**src/rtl/riscv_pkg.sv**
```systemverilog
// Shared RISC-V front-end constants and small PC helpers.
package riscv_pkg;

  localparam int              XLEN             = 32;
  localparam logic [XLEN-1:0] RESET_PC_DEFAULT = 32'h0000_0000;
  localparam logic [XLEN-1:0] INST_NOP         = 32'h0000_0013;
  localparam logic [XLEN-1:0] PC_STEP          = 32'd4;

  // Instructions are word aligned; the low two address bits are always zero.
  function automatic logic [XLEN-1:0] align_pc(input logic [XLEN-1:0] pc);
    return {pc[XLEN-1:2], 2'b00};
  endfunction

endpackage

```
**src/rtl/fetch_entry_buffer.sv**
```systemverilog
// In-order fetch queue storage. Entries are allocated at the tail when a
// request is granted, filled in allocation order as responses return, and
// retired from the head once filled. A flush empties the queue in one cycle.
module fetch_entry_buffer
  import riscv_pkg::*;
#(
  parameter int DEPTH = 4
) (
  input  logic                         clock,
  input  logic                         reset,
  input  logic                         i_flush,
  input  logic                         i_alloc,
  input  logic [XLEN-1:0]              i_alloc_pc,
  input  logic                         i_fill,
  input  logic [XLEN-1:0]              i_fill_inst,
  input  logic                         i_deq,
  output logic                         o_head_valid,
  output logic [XLEN-1:0]              o_head_pc,
  output logic [XLEN-1:0]              o_head_inst,
  output logic [$clog2(DEPTH+1)-1:0]   o_count,
  output logic [$clog2(DEPTH+1)-1:0]   o_unfilled
);

  localparam int PW = $clog2(DEPTH);
  localparam int CW = $clog2(DEPTH+1);

  logic [XLEN-1:0] r_pc     [DEPTH];
  logic [XLEN-1:0] r_inst   [DEPTH];
  logic            r_filled [DEPTH];
  logic [PW-1:0]   r_head;
  logic [PW-1:0]   r_tail;
  logic [PW-1:0]   r_fill;
  logic [CW-1:0]   r_count;
  logic [CW-1:0]   r_unfilled;

  // Pointer, occupancy and per-entry updates; flush drops every entry at once.
  always_ff @(posedge clock or posedge reset) begin
    if (reset) begin
      r_head     <= '0;
      r_tail     <= '0;
      r_fill     <= '0;
      r_count    <= '0;
      r_unfilled <= '0;
      for (int i = 0; i < DEPTH; i++) begin
        r_pc[i]     <= '0;
        r_inst[i]   <= '0;
        r_filled[i] <= 1'b0;
      end
    end else if (i_flush) begin
      r_head     <= '0;
      r_tail     <= '0;
      r_fill     <= '0;
      r_count    <= '0;
      r_unfilled <= '0;
      for (int i = 0; i < DEPTH; i++) begin
        r_filled[i] <= 1'b0;
      end
    end else begin
      if (i_alloc) begin
        r_pc[r_tail]     <= i_alloc_pc;
        r_filled[r_tail] <= 1'b0;
        r_tail           <= r_tail + PW'(1);
      end
      // The fill slot is always an already-allocated entry, never the new tail.
      if (i_fill) begin
        r_inst[r_fill]   <= i_fill_inst;
        r_filled[r_fill] <= 1'b1;
        r_fill           <= r_fill + PW'(1);
      end
      if (i_deq) begin
        r_head <= r_head + PW'(1);
      end
      r_count    <= r_count + CW'(i_alloc) - CW'(i_deq);
      r_unfilled <= r_unfilled + CW'(i_alloc) - CW'(i_fill);
    end
  end

  assign o_head_valid = (r_count != '0) & r_filled[r_head];
  assign o_head_pc    = r_pc[r_head];
  assign o_head_inst  = r_inst[r_head];
  assign o_count      = r_count;
  assign o_unfilled   = r_unfilled;

endmodule

```
**src/rtl/fetch_queue_unit_checker.sv**
```systemverilog
// Protocol checks for the instruction-memory interface of the fetch unit.
module fetch_queue_unit_checker #(
  parameter int CW = 3
) (
  input  logic          clock,
  input  logic          reset,
  input  logic          i_rvalid,
  input  logic [CW-1:0] i_outstanding
);

  a_rvalid_needs_outstanding: assert property (
    @(posedge clock) disable iff (reset) i_rvalid |-> (i_outstanding != '0)
  );

endmodule

```
**src/rtl/fetch_queue_unit.sv**
```systemverilog
// Instruction-fetch front end: owns the fetch PC, issues in-order requests
// to instruction memory, tracks responses that must be discarded after a
// redirect, and presents the oldest returned instruction to IF/ID.
module fetch_queue_unit
  import riscv_pkg::*;
#(
  parameter int              DEPTH    = 4,
  parameter logic [XLEN-1:0] RESET_PC = RESET_PC_DEFAULT
) (
  input  logic            clock,
  input  logic            reset,
  input  logic            i_redirect_valid,
  input  logic [XLEN-1:0] i_redirect_pc,
  output logic            o_imem_req,
  output logic [XLEN-1:0] o_imem_addr,
  input  logic            i_imem_gnt,
  input  logic            i_imem_rvalid,
  input  logic [XLEN-1:0] i_imem_rdata,
  output logic            o_if_valid,
  input  logic            i_if_ready,
  output logic [XLEN-1:0] o_if_pc,
  output logic [XLEN-1:0] o_if_pc_add4,
  output logic [XLEN-1:0] o_if_inst
);

  localparam int            CW  = $clog2(DEPTH+1);
  localparam logic [CW:0]   CAP = (CW+1)'(DEPTH);

  logic [XLEN-1:0] r_fetch_pc;
  logic [CW-1:0]   r_drop_cnt;

  logic [CW-1:0]   w_count;
  logic [CW-1:0]   w_unfilled;
  logic [CW-1:0]   w_outstanding;
  logic [CW:0]     w_occupancy;
  logic [CW-1:0]   w_drop_next;
  logic            w_req;
  logic            w_alloc;
  logic            w_fill;
  logic            w_deq;
  logic            w_head_valid;
  logic [XLEN-1:0] w_head_pc;
  logic [XLEN-1:0] w_head_inst;

  // Discarded responses still occupy memory slots, so they count against capacity.
  assign w_occupancy   = {1'b0, w_count} + {1'b0, r_drop_cnt};
  assign w_outstanding = w_unfilled + r_drop_cnt;
  assign w_req         = !i_redirect_valid & (w_occupancy < CAP);
  assign w_alloc       = w_req & i_imem_gnt;
  assign w_fill        = i_imem_rvalid & !i_redirect_valid & (r_drop_cnt == '0) & (w_unfilled != '0);
  assign w_deq         = w_head_valid & i_if_ready & !i_redirect_valid;

  // Next discard count: a redirect turns every unfilled slot into a stale response.
  always_comb begin
    w_drop_next = r_drop_cnt;
    if (i_redirect_valid) begin
      if (i_imem_rvalid && (w_outstanding != '0)) begin
        w_drop_next = w_outstanding - CW'(1);
      end else begin
        w_drop_next = w_outstanding;
      end
    end else if (i_imem_rvalid && (r_drop_cnt != '0)) begin
      w_drop_next = r_drop_cnt - CW'(1);
    end else begin
      w_drop_next = r_drop_cnt;
    end
  end

  // Fetch PC and discard counter; redirect takes priority over sequential advance.
  always_ff @(posedge clock or posedge reset) begin
    if (reset) begin
      r_fetch_pc <= RESET_PC;
      r_drop_cnt <= '0;
    end else begin
      r_drop_cnt <= w_drop_next;
      if (i_redirect_valid) begin
        r_fetch_pc <= align_pc(i_redirect_pc);
      end else if (w_alloc) begin
        r_fetch_pc <= r_fetch_pc + PC_STEP;
      end
    end
  end

  fetch_entry_buffer #(
    .DEPTH (DEPTH)
  ) u_buffer (
    .clock        (clock),
    .reset        (reset),
    .i_flush      (i_redirect_valid),
    .i_alloc      (w_alloc),
    .i_alloc_pc   (r_fetch_pc),
    .i_fill       (w_fill),
    .i_fill_inst  (i_imem_rdata),
    .i_deq        (w_deq),
    .o_head_valid (w_head_valid),
    .o_head_pc    (w_head_pc),
    .o_head_inst  (w_head_inst),
    .o_count      (w_count),
    .o_unfilled   (w_unfilled)
  );

  fetch_queue_unit_checker #(
    .CW (CW)
  ) u_checker (
    .clock         (clock),
    .reset         (reset),
    .i_rvalid      (i_imem_rvalid),
    .i_outstanding (w_outstanding)
  );

  // Requests are suppressed while reset is held so the interface is quiet.
  assign o_imem_req   = w_req & !reset;
  assign o_imem_addr  = r_fetch_pc;
  assign o_if_valid   = w_head_valid;
  assign o_if_pc      = w_head_pc;
  assign o_if_pc_add4 = w_head_valid ? (w_head_pc + PC_STEP) : '0;
  assign o_if_inst    = w_head_inst;

endmodule

```
**config.mk**
```make
export PLATFORM = sky130hd
export DESIGN_NAME = fetch_queue_unit
export DESIGN_NICKNAME = d
export VERILOG_FILES = /design/src/rtl/riscv_pkg.sv /design/src/rtl/fetch_entry_buffer.sv /design/src/rtl/fetch_queue_unit_checker.sv /design/src/rtl/fetch_queue_unit.sv
export SDC_FILE = /design/constraint.sdc
export NUM_CORES = 1
export LEC_CHECK = 0
export BUFFER_PORTS_ARGS = -buffer_cell sky130_fd_sc_hd__buf_2
export CORE_ASPECT_RATIO = 0.8
export CORE_MARGIN = 2
export CORE_UTILIZATION = 64
export CTS_BUF_LIST = sky130_fd_sc_hd__clkbuf_4 sky130_fd_sc_hd__clkbuf_8
export DETAILED_ROUTE_END_ITERATION = 6
export PLACE_DENSITY = 0.93
export SLEW_MARGIN = 25
export SYNTH_ARGS = -nofsm -noshare
export SYNTH_HDL_FRONTEND = slang
export SYNTH_SLANG_ARGS = --single-unit
```
**constraint.sdc**
```tcl
create_clock -name clock -period 14.3 [get_ports clock]
set_input_delay 0.715 -clock clock [delete_from_list [all_inputs] [get_ports clock]]
set_output_delay 0.715 -clock clock [all_outputs]
set_load 0.05 [all_outputs]
```
======== Yosys cells after proc, flatten, opt, wreduce, memory -nomap -nowiden ========
Index checks and enable logic that the tools add are counted.
word-level totals
  bits in registers ....................... 307
  output and inout bits ................... 130
  logic and storage cells ................. 108
operators by class
  add/sub/neg operators ................... 13
  $lt $le $gt $ge ......................... 6
  multiplexer cells ....................... 37
  bitwise operators ....................... 16
  reduce and logical (&&, ||, !) cells .... 17
operators with widths
  kind                     number
  $mux W32                 9
  $bwmux W128              2
  $bmux W32 S2             2
  $demux W32 S2            2
  $add A32 B3 Y32 const B  2
  $mux W4                  4
  $mux W3                  5
  $mux W2                  6
  $reduce_bool A3 Y1       4
  $and A1 B1 Y1            9
  $ge A3 B3 Y1 const B     3
  $not A2 Y3               3
  $reduce_bool A2 Y1       4
  $add A2 B1 Y2 const B    3
  $add A3 B1 Y3            2
  $lt A3 B1 Y1 const B     2
  $sub A3 B1 Y3            2
  $sub A3 B1 Y3 const B    2
  $add A3 B3 Y4            1
  $and A4 B4 Y4            1
  $demux W1 S2             2
  $logic_and A1 B1 Y1      4
  $lt A4 B3 Y1 const B     1
  $mux W1                  4
  other kinds (8)          10

======== Longest topological paths before layout ========
Gate-level depths: netlist (run 1).
  word-level depth ........................ 12
  gate-level depth with buffers ........... 14
  gate-level depth less buffers ........... 12

======== Cells and area by module ========
A second synthesis (run 1) with hierarchy kept.
unflattened totals
  cells, all modules ...................... 1088
  area total of the unflattened synthesis .. 15075.7 µm²
by module, submodules not included
  module              times used  cells each  area each (µm²)  sequential area each (µm²)
  fetch_entry_buffer  1           703         12129.1          6806.5
  fetch_queue_unit    1           385         2946.6           825.8

======== Worst setup path before layout (run 1) ========
No wires, ideal clock.
  path type ............................... input port to output port
  start point ............................. in reset
  end point ............................... out o_imem_req
  arrival time ............................ 7982 ps
  data required time ...................... 13585 ps
  slack ................................... 5603 ps
  stages .................................. 2
  buffers on the path ..................... 0
  cell sequence ........................... inv_1 and3_1
on the way
  cells in the longest elaborated chain, start to end .. 2
RTL lines
  what                RTL line                 RTL
  start: declaration  fetch_queue_unit.sv:11   input logic reset,
  $logic_not A1 Y1    fetch_queue_unit.sv:112  assign o_imem_req = w_req & !reset;
  $and A1 B1 Y1       fetch_queue_unit.sv:112
  end: declaration    fetch_queue_unit.sv:14   output logic o_imem_req,
Every way passes these cells.

======== Final worst setup path (run 1) ========
  start point ............................. reg u_buffer.r_head[1]
  end point ............................... out o_if_pc_add4[30]
on the way
  cells in the longest elaborated chain, start to end .. 6
  elaborated cells between the ends (all ways) .. 10
RTL lines
  what                                                                    RTL line                                            RTL
  start: declaration                                                      fetch_entry_buffer.sv:30                            logic [PW-1:0] r_head;
  start signal: assignment                                                fetch_entry_buffer.sv:71                            r_head <= r_head + PW'(1);
  $not A2 Y3 (implied by the code) *                                      fetch_entry_buffer.sv:78, fetch_entry_buffer.sv:79
  $bmux W32 S2 or $bmux W1 S2 (tied branches)                             fetch_entry_buffer.sv:79, fetch_entry_buffer.sv:78
  $mux W32 (implied by the code) or $mux W1 (tied branches) (2 in a row)  fetch_entry_buffer.sv:79, fetch_entry_buffer.sv:78
  $add A32 B3 Y32 or $and A1 B1 Y1 (tied branches)                        fetch_queue_unit.sv:116, fetch_entry_buffer.sv:78
  $mux W32 *                                                              fetch_queue_unit.sv:116                             assign o_if_pc_add4 = w_head_valid ? (w_head_pc + PC_STEP) : '0;
  end: declaration                                                        fetch_queue_unit.sv:22                              output logic [XLEN-1:0] o_if_pc_add4,
Mark *: on every way between the ends. The rest lies on a longest branch, timed or not. The select of a mux whose other input is x is not followed.

==> results.py, run 1 <==
metrics = {
    "sta": {
        "fmaxAchievable_ghz": 0.1919,
        "slew_headroom": 0.3755,
        "rsz0062_at_grt": "false",
        "holdWs_ns": 0.3015,
        "hold_viol_final": 0,
        "finalCritPeriodShare": 0.3644,
        "finalSetupViolations": 0,
        "setup_ws_ns": 9.090,
        "final_max_slew_viol_count": 0,
        "fin_tns_setup_ns": 0,
        "finalClockSkew_ns": 0.03846,
        "worst_pin_slew_ns": 0.9281,
        "fin_crit_ns": 5.210,
    },
    "global_route": {
        "overflow": 0,
        "grtUsageTotal": 0.3132,
        "grt_use_met1": 0.4050,
        "grt_use_met3": 0.07672,
        "first_global_vias": 10940,
        "antenna_found_initial": 5,
        "grt_pass1_wl_um": 58060,
        "grt_max_degree": 190,
        "met2_usage": 0.4969,
        "busiest_layer": "met2",
    },
    "synthesis": {
        "synth_edf_count": 0,
        "synth-async-reset-ratio": 1.000,
        "synth_cell_types": 52,
        "synth-seq-cells": 297,
        "ys_seq_area_frac": 0.5154,
        "synth.most_common_cell": "dfrtp_1",
        "synth_area_um2": 14420,
        "postSynthCellCount": 1093,
        "synth_top_area_frac": 0.5154,
        "synthTopCellsByArea": "dfrtp_1 52%, mux2_2 19%, mux4_2 9.5%",
        "synth.avg_cell_area_um2": 13.19,
        "synth_area_leader_cell": "dfrtp_1",
        "synth_ff_type": "dfrtp_1",
        "yosys_warnings": 0,
        "synth_common_cells": "297 x dfrtp_1, 237 x mux2_2, 78 x nand2_1",
    },
    "critical_path": {
        "crit_path_end_kind": "primary output",
        "reg2reg_depth": 13,
        "worstPathMaxFanout": 52,
        "rrSetupSlack_ns": 10.04,
        "worstPathRequired_ns": 13.59,
        "start_kind": "register",
        "crit_arrival_ns": 4.50,
        "critPathKind": "reg2out",
    },
    "die": {
        "die_x_um": 171.8,
        "die_h_um": 138.3,
        "core_um2": 22320,
        "initial_core_util": 0.6462,
        "num_rows": 49,
        "die-area_um2": 23760,
        "io_pins": 200,
    },
    "cts": {
        "cts.path.max_buffers": 3,
        "clkLatencyLatePin_ns": 0.57,
        "clkSinkCount": 297,
        "cts-buffers-inserted": 46,
        "cts-hold-fix-buffers": 0,
        "postCtsSetupBuffers": 0,
        "path_clk_slew_ns": 0.06,
        "ctsResizeCount": 0,
        "cts_tree": "done",
        "htree_levels": 2,
        "cts.root.buffer_cell": "clkbuf_8",
    },
    "drt": {
        "drc": 0,
        "routedWlPerCell_um": 22.47,
        "via_per_inst": 6.412,
        "wirelength_um": 36410,
        "drt-initial-drc-count": 1011,
        "dr.pass1.iters": 7,
        "via_count": 10390,
        "ant_nets": 0,
    },
    "final_layout": {
        "final_area_um2": 16590,
        "nNetsFinal": 1368,
        "syn_to_final_growth_pct": 15.04,
        "drive_above_1_share": 0.4576,
    },
    "place": {
        "place_ws_ns": 9.657,
        "io_buffers": 191,
        "post_dp_cell_area_um2": 15580,
        "dp_hpwl_um": 22810,
        "place_congestion": 0.8656,
    },
    "job": {
        "drv_cap": 0,
    },
    "pwr": {
        "irDropWorstVdd_mv": 0.1412,
        "leakagePower_nw": 7.992,
        "power_mw": 2.871,
        "powerDensity_nw_per_um2": 173.1,
    },
    "outcome": {
        "status": "completed",
    },
    "hold_path": {
        "hold_path_class": "in2async",
    },
}
-- layout make-up --
cell class	count	area, um2
clock inverter	7	43.79
timing repair buffer	209	1124
clock buffer	75	925.9
tap	306	382.9
fill	1331	5725
antenna	5	12.51
multi-input combinational	698	6571
sequential	297	7437
inverter	23	93.84
-- power breakdown --
part	switching [mW]	internal [mW]
clock network	0.331	0.409
registers	0.133	1.01
logic	0.642	0.342
total	1.11	1.76
-- metal layers --
| layer | part of all wire | wire length [um] | up-vias |
|---|---|---|---|
| met3 | 0.091 | 3312 | 144 |
| met1 | 0.38 | 13900 | 5246 |
| met2 | 0.48 | 17450 | 595 |
| met5 | 0.00047 | 17 | - |
| met4 | 0.047 | 1722 | 2 |
| li1 | - | - | 4401 |
-- stage by stage --
step                std cells    util
global placement         1532  0.6982
global route             1618  0.7432
finish                   1620  0.7434
detailed placement       1532  0.6982
CTS                      1614  0.7416
floorplan                1098       -
-- flip-flops by register name, summed over array words and instances (netlist names) --
signal               flops
u_buffer.r_inst        128
u_buffer.r_pc          120
o_imem_addr             30
u_buffer.r_filled        4
r_drop_cnt               3
u_buffer.o_count         3
u_buffer.o_unfilled      3
u_buffer.r_fill          2
u_buffer.r_head          2
u_buffer.r_tail          2
-- layout by cell type, fill, tap and decap left out, drive strengths merged, types with 10 or more instances in the layout --
| cell | Yosys | routed |
|---|---|---|
| nor2 | 31 | 31 |
| xor2 | 14 | 14 |
| o311ai | 13 | 13 |
| mux4 | 63 | 63 |
| clkbuf | 48 | 75 |
| ha | 20 | 20 |
| nand4 | 18 | 18 |
| o21ai | 53 | 53 |
| buf | 32 | 209 |
| nor4 | 10 | 10 |
| nand3 | 31 | 31 |
| mux2 | 237 | 237 |
| inv | 22 | 23 |
| nand2 | 78 | 78 |
| dfrtp | 297 | 297 |
| a21oi | 22 | 22 |
| xnor2 | 15 | 15 |
-- cell families (layout without fill, tap and decap cells) --
family / Yosys count / count (layout) / synth area share
compound gates: 114 / 114 / 0.04850
xor+xnor: 29 / 29 / 0.01761
fa+ha+maj: 23 / 23 / 0.02152
buf+inv: 103 / 314 / 0.03167
flops: 297 / 297 / 0.5154
mux: 304 / 304 / 0.2867
other cells: 1 / 11 / 0.0002600
simple gates: 222 / 222 / 0.07834
-- final timing paths --
check	endpoint	from
setup reg to reg	u_buffer.o_count[2]$_DFF_PP0_	u_buffer.r_head[0]$_DFFE_PP0P_
hold / removal	u_buffer.r_pc[104]$_DFFE_PP0P_	reset
max in group asynchronous	u_buffer.r_inst[25]$_DFFE_PP0P_	reset
hold reg to reg	u_buffer.r_pc[49]$_DFFE_PP0P_	u_buffer.r_pc[49]$_DFFE_PP0P_
min in group clock	o_imem_addr[25]$_DFFE_PP0N_	i_redirect_pc[25]
setup / recovery	o_if_pc_add4[30]	u_buffer.r_head[1]$_DFFE_PP0P_
-- critical path, cell delays in order, from the launching register on --
cell and delay [ns]:
dfrtp_2 0.59, buf_4 0.69, mux4_2 0.46, ha_1 0.27
nand3_1 0.24, or4_1 0.62, or4_1 0.55, a21oi_1 0.15
buf_2 0.28
(Power assumes the default switching activity.)
==> run 2, diff against run 1 <==
--- a/config.mk
+++ b/config.mk
@@ -5,13 +5,14 @@
 export SDC_FILE = /design/constraint.sdc
 export NUM_CORES = 1
 export LEC_CHECK = 0
+export ABC_AREA = 1
 export BUFFER_PORTS_ARGS = -buffer_cell sky130_fd_sc_hd__buf_2
 export CORE_ASPECT_RATIO = 0.8
 export CORE_MARGIN = 2
-export CORE_UTILIZATION = 64
+export CORE_UTILIZATION = 60
 export CTS_BUF_LIST = sky130_fd_sc_hd__clkbuf_4 sky130_fd_sc_hd__clkbuf_8
 export DETAILED_ROUTE_END_ITERATION = 6
-export PLACE_DENSITY = 0.93
+export PLACE_DENSITY = 0.87
 export SLEW_MARGIN = 25
 export SYNTH_ARGS = -nofsm -noshare
 export SYNTH_HDL_FRONTEND = slang
==> constraint.sdc (replaced) <==
create_clock -name clock -period 5.44 [get_ports clock]
set_input_delay 0.272 -clock clock [delete_from_list [all_inputs] [get_ports clock]]
set_output_delay 0.272 -clock clock [all_outputs]
set_load 0.05 [all_outputs]
==> run 2 against run 1 <==
Compared with the run above:
- clock power grew to 2.8 times the previous value
- via count up 43%
- sequential power grew to 2.6 times the previous value
- worst hold slack worse by 0.28 ns
- synthesized cell count up 90%
- sequential share of layout area decreased by 3.2 points
- count of clock-buffer cells in the layout increased by 5
- non-clock buffer count up 24
- critical endpoint is now o_if_pc_add4[28]
- largest power group is now combinational cells
==> results.py, run 2 <==
metrics = {
    "global_route": {
        "grtUsageTotal": 0.3229,
        "antenna_found_initial": 0,
        "grt_pass1_wl_um": 70320,
        "first_global_vias": 13840,
        "overflow": 0,
        "grt_max_degree": 171,
    },
    "critical_path": {
        "start_kind": "register",
        "crit_arrival_ns": 4.03,
        "reg2reg_depth": 10,
        "worstPathCellList": "buf_12, inv_8, nand2_1, nand2_1, nand2_1, nand2_1, ha_1, nand2_1, nor2_4, nand2_2, nor2_2, nand2_1, nand2_1, nand2_1, nor2_1, buf_2",
        "max_stage_delay_ns": 0.75,
        "critPathKind": "reg2out",
        "crit_top_cell": "nand2_1",
        "worstPathRequired_ns": 5.17,
        "worstPathMaxFanout": 125,
        "cp_slowest_cell": "dfrtp_4",
        "crit_path_end_kind": "primary output",
    },
    "place": {
        "dp_cells": 2488,
        "post_dp_cell_area_um2": 16430,
        "place_congestion": 0.9525,
        "io_buffers": 191,
        "dp_hpwl_um": 27370,
    },
    "cts": {
        "cts-buffers-inserted": 47,
        "cts_tree": "done",
        "cts.root.buffer_cell": "clkbuf_8",
        "cts-hold-fix-buffers": 30,
        "clkLatencyLatePin_ns": 0.56,
        "htree_levels": 2,
        "ctsResizeCount": 0,
        "cts.path.max_buffers": 3,
        "postCtsSetupBuffers": 0,
        "path_clk_slew_ns": 0.06,
        "clkSinkCount": 297,
    },
    "synthesis": {
        "synthTopCellsByArea": "dfrtp_1 48%, nand2_1 17%, o21ai_0 11%",
        "synth_common_cells": "698 x nand2_1, 344 x o21ai_0, 297 x dfrtp_1",
        "synth-async-reset-ratio": 1.000,
        "synth_area_um2": 15520,
        "yosys_warnings": 0,
        "synth.avg_cell_area_um2": 7.483,
        "synth.most_common_cell": "nand2_1",
        "synth_area_leader_cell": "dfrtp_1",
        "synth-seq-cells": 297,
        "ys_seq_area_frac": 0.4789,
        "synth_ff_type": "dfrtp_1",
        "postSynthCellCount": 2074,
        "synth_cell_types": 41,
        "synth_edf_count": 0,
        "synth_top_area_frac": 0.4789,
    },
    "die": {
        "initial_core_util": 0.6116,
        "die_h_um": 147.9,
        "die_x_um": 183.8,
        "num_rows": 52,
        "die-area_um2": 27180,
        "io_pins": 200,
        "core_um2": 25370,
    },
    "sta": {
        "rsz0062_at_grt": "false",
        "worst_pin_slew_ns": 0.9555,
        "finalClockSkew_ns": 0.01531,
        "fin_crit_ns": 4.307,
        "finalCritPeriodShare": 0.7917,
        "final_max_slew_viol_count": 0,
        "slew_headroom": 0.3615,
        "hold_viol_final": 0,
        "finalSetupViolations": 0,
        "fin_tns_setup_ns": 0,
        "fmaxAchievable_ghz": 0.2322,
    },
    "drt": {
        "via_count": 14900,
        "routedWlPerCell_um": 16.67,
        "ant_nets": 0,
        "dr.pass1.iters": 6,
        "wirelength_um": 43440,
        "via_per_inst": 5.720,
        "drt-initial-drc-count": 1643,
        "drc": 0,
    },
    "final_layout": {
        "final_cell_mix": "693 x nand2_1, 344 x o21ai_0, 295 x dfrtp_1",
        "multiInputGateArea_um2": 7038,
        "syn_to_final_growth_pct": 14.99,
        "drive_above_1_share": 0.1460,
        "final_cells": 2605,
        "antenna_cells_inserted": 0,
        "seq_area_um2": 7437,
        "nNetsFinal": 2337,
        "final_util": 0.7033,
        "largest_reg_flops": 128,
        "layout_commonest_cell": "nand2_1",
        "fillCellCount": 1959,
        "registers.top_by_ff_count": "u_buffer.r_inst",
        "final_area_um2": 17850,
    },
    "hold_path": {
        "hold_depth": 3,
        "hold_path_class": "in2reg",
    },
    "job": {
        "drv_cap": 0,
    },
    "outcome": {
        "status": "completed",
    },
    "pwr": {
        "irDropWorstVdd_mv": 0.3077,
        "powerDensity_nw_per_um2": 461.7,
        "leakagePower_nw": 9.009,
    },
}
## run 2: cell types whose count changed after synthesis, moves of 11 or more
cell and change:
o22ai_1 +34, o21ai_0 +291, xnor2_1 -14, mux2_2 -237, nand2_2 +12, inv_1 +107
mux4_2 -61, clkbuf_1 +22, nor2_1 +160, nand2_1 +620, buf_2 +11, nand3_1 +65
o311ai_0 -13
## run 2: final cells by class
class                   count  share of cell area
clock inverters             6            0.003435
well taps                 324             0.02272
repair buffers            233             0.07705
flip-flops and latches    297              0.4167
clock buffers              80             0.05609
multi-input cells        1528              0.3944
inverters                 137             0.02959
## run 2: kinds of logic after synthesis
kind of cell / count (synthesis) / share of synthesized area
adder cells (fa/ha/maj): 23 / 0.01999
XOR/XNOR: 21 / 0.01185
AND/OR/NAND/NOR: 1046 / 0.2714
flip-flops: 297 / 0.4789
other: 1 / 0.0002416
AO/OA/AOI/OAI: 432 / 0.1462
buffers and inverters: 254 / 0.07143
## run 2: metal layers
metal	global-route usage	up-vias	part of all wire
met5	0	-	0
met4	0.08720	0	0.021
met1	0.4787	7013	0.44
met3	0.06258	90	0.10
met2	0.4898	760	0.44
li1	-	7037	-
## run 2: final timing paths
check	start	endpoint	slack [ns]
max in group asynchronous	reset	u_buffer.r_inst[72]$_DFFE_PP0P_	4.03
worst max-delay path	u_buffer.r_head[0]$_DFFE_PP0P_	o_if_pc_add4[28]	1.13
min in group asynchronous	reset	u_buffer.r_pc[38]$_DFFE_PP0P_	0.23
worst min-delay path	i_imem_rdata[13]	u_buffer.r_inst[45]$_DFFE_PP0P_	0.02
worst min register to register	u_buffer.r_inst[73]$_DFFE_PP0P_	u_buffer.r_inst[73]$_DFFE_PP0P_	0.48
worst max register to register	r_drop_cnt[2]$_DFFE_PP0P_	u_buffer.r_pc[85]$_DFFE_PP0P_	1.71
## run 2: metrics by stage
step / hold slack, ns / power [mW] / setup WS (ns)
after floorplan: 0.3888 / 5.277 / -0.4330
after global placement: 0.2547 / 5.987 / 1.663
after detailed placement: 0.2610 / 6.089 / 1.458
after CTS: 0.002976 / 8.199 / 1.110
after global routing: 0.02849 / 8.691 / 0.8016
final: 0.02003 / 8.239 / 1.133
## run 2: power by group
group,total [mW],internal [mW],leakage [nW],switching (mW)
Sequential,3.01,2.69,3.99,0.323
Combinational,3.15,0.784,4.45,2.36
Clock,2.08,1.21,0.570,0.875
Total,8.24,4.68,9.01,3.56
## run 2: critical path, delay by kind of cell (launching register included)
family,cells,cell delay [ns]
AND/OR/NAND/NOR,12,1.32
buffers and inverters,3,1.07
flip-flops,1,0.75
adder cells (fa/ha/maj),1,0.24
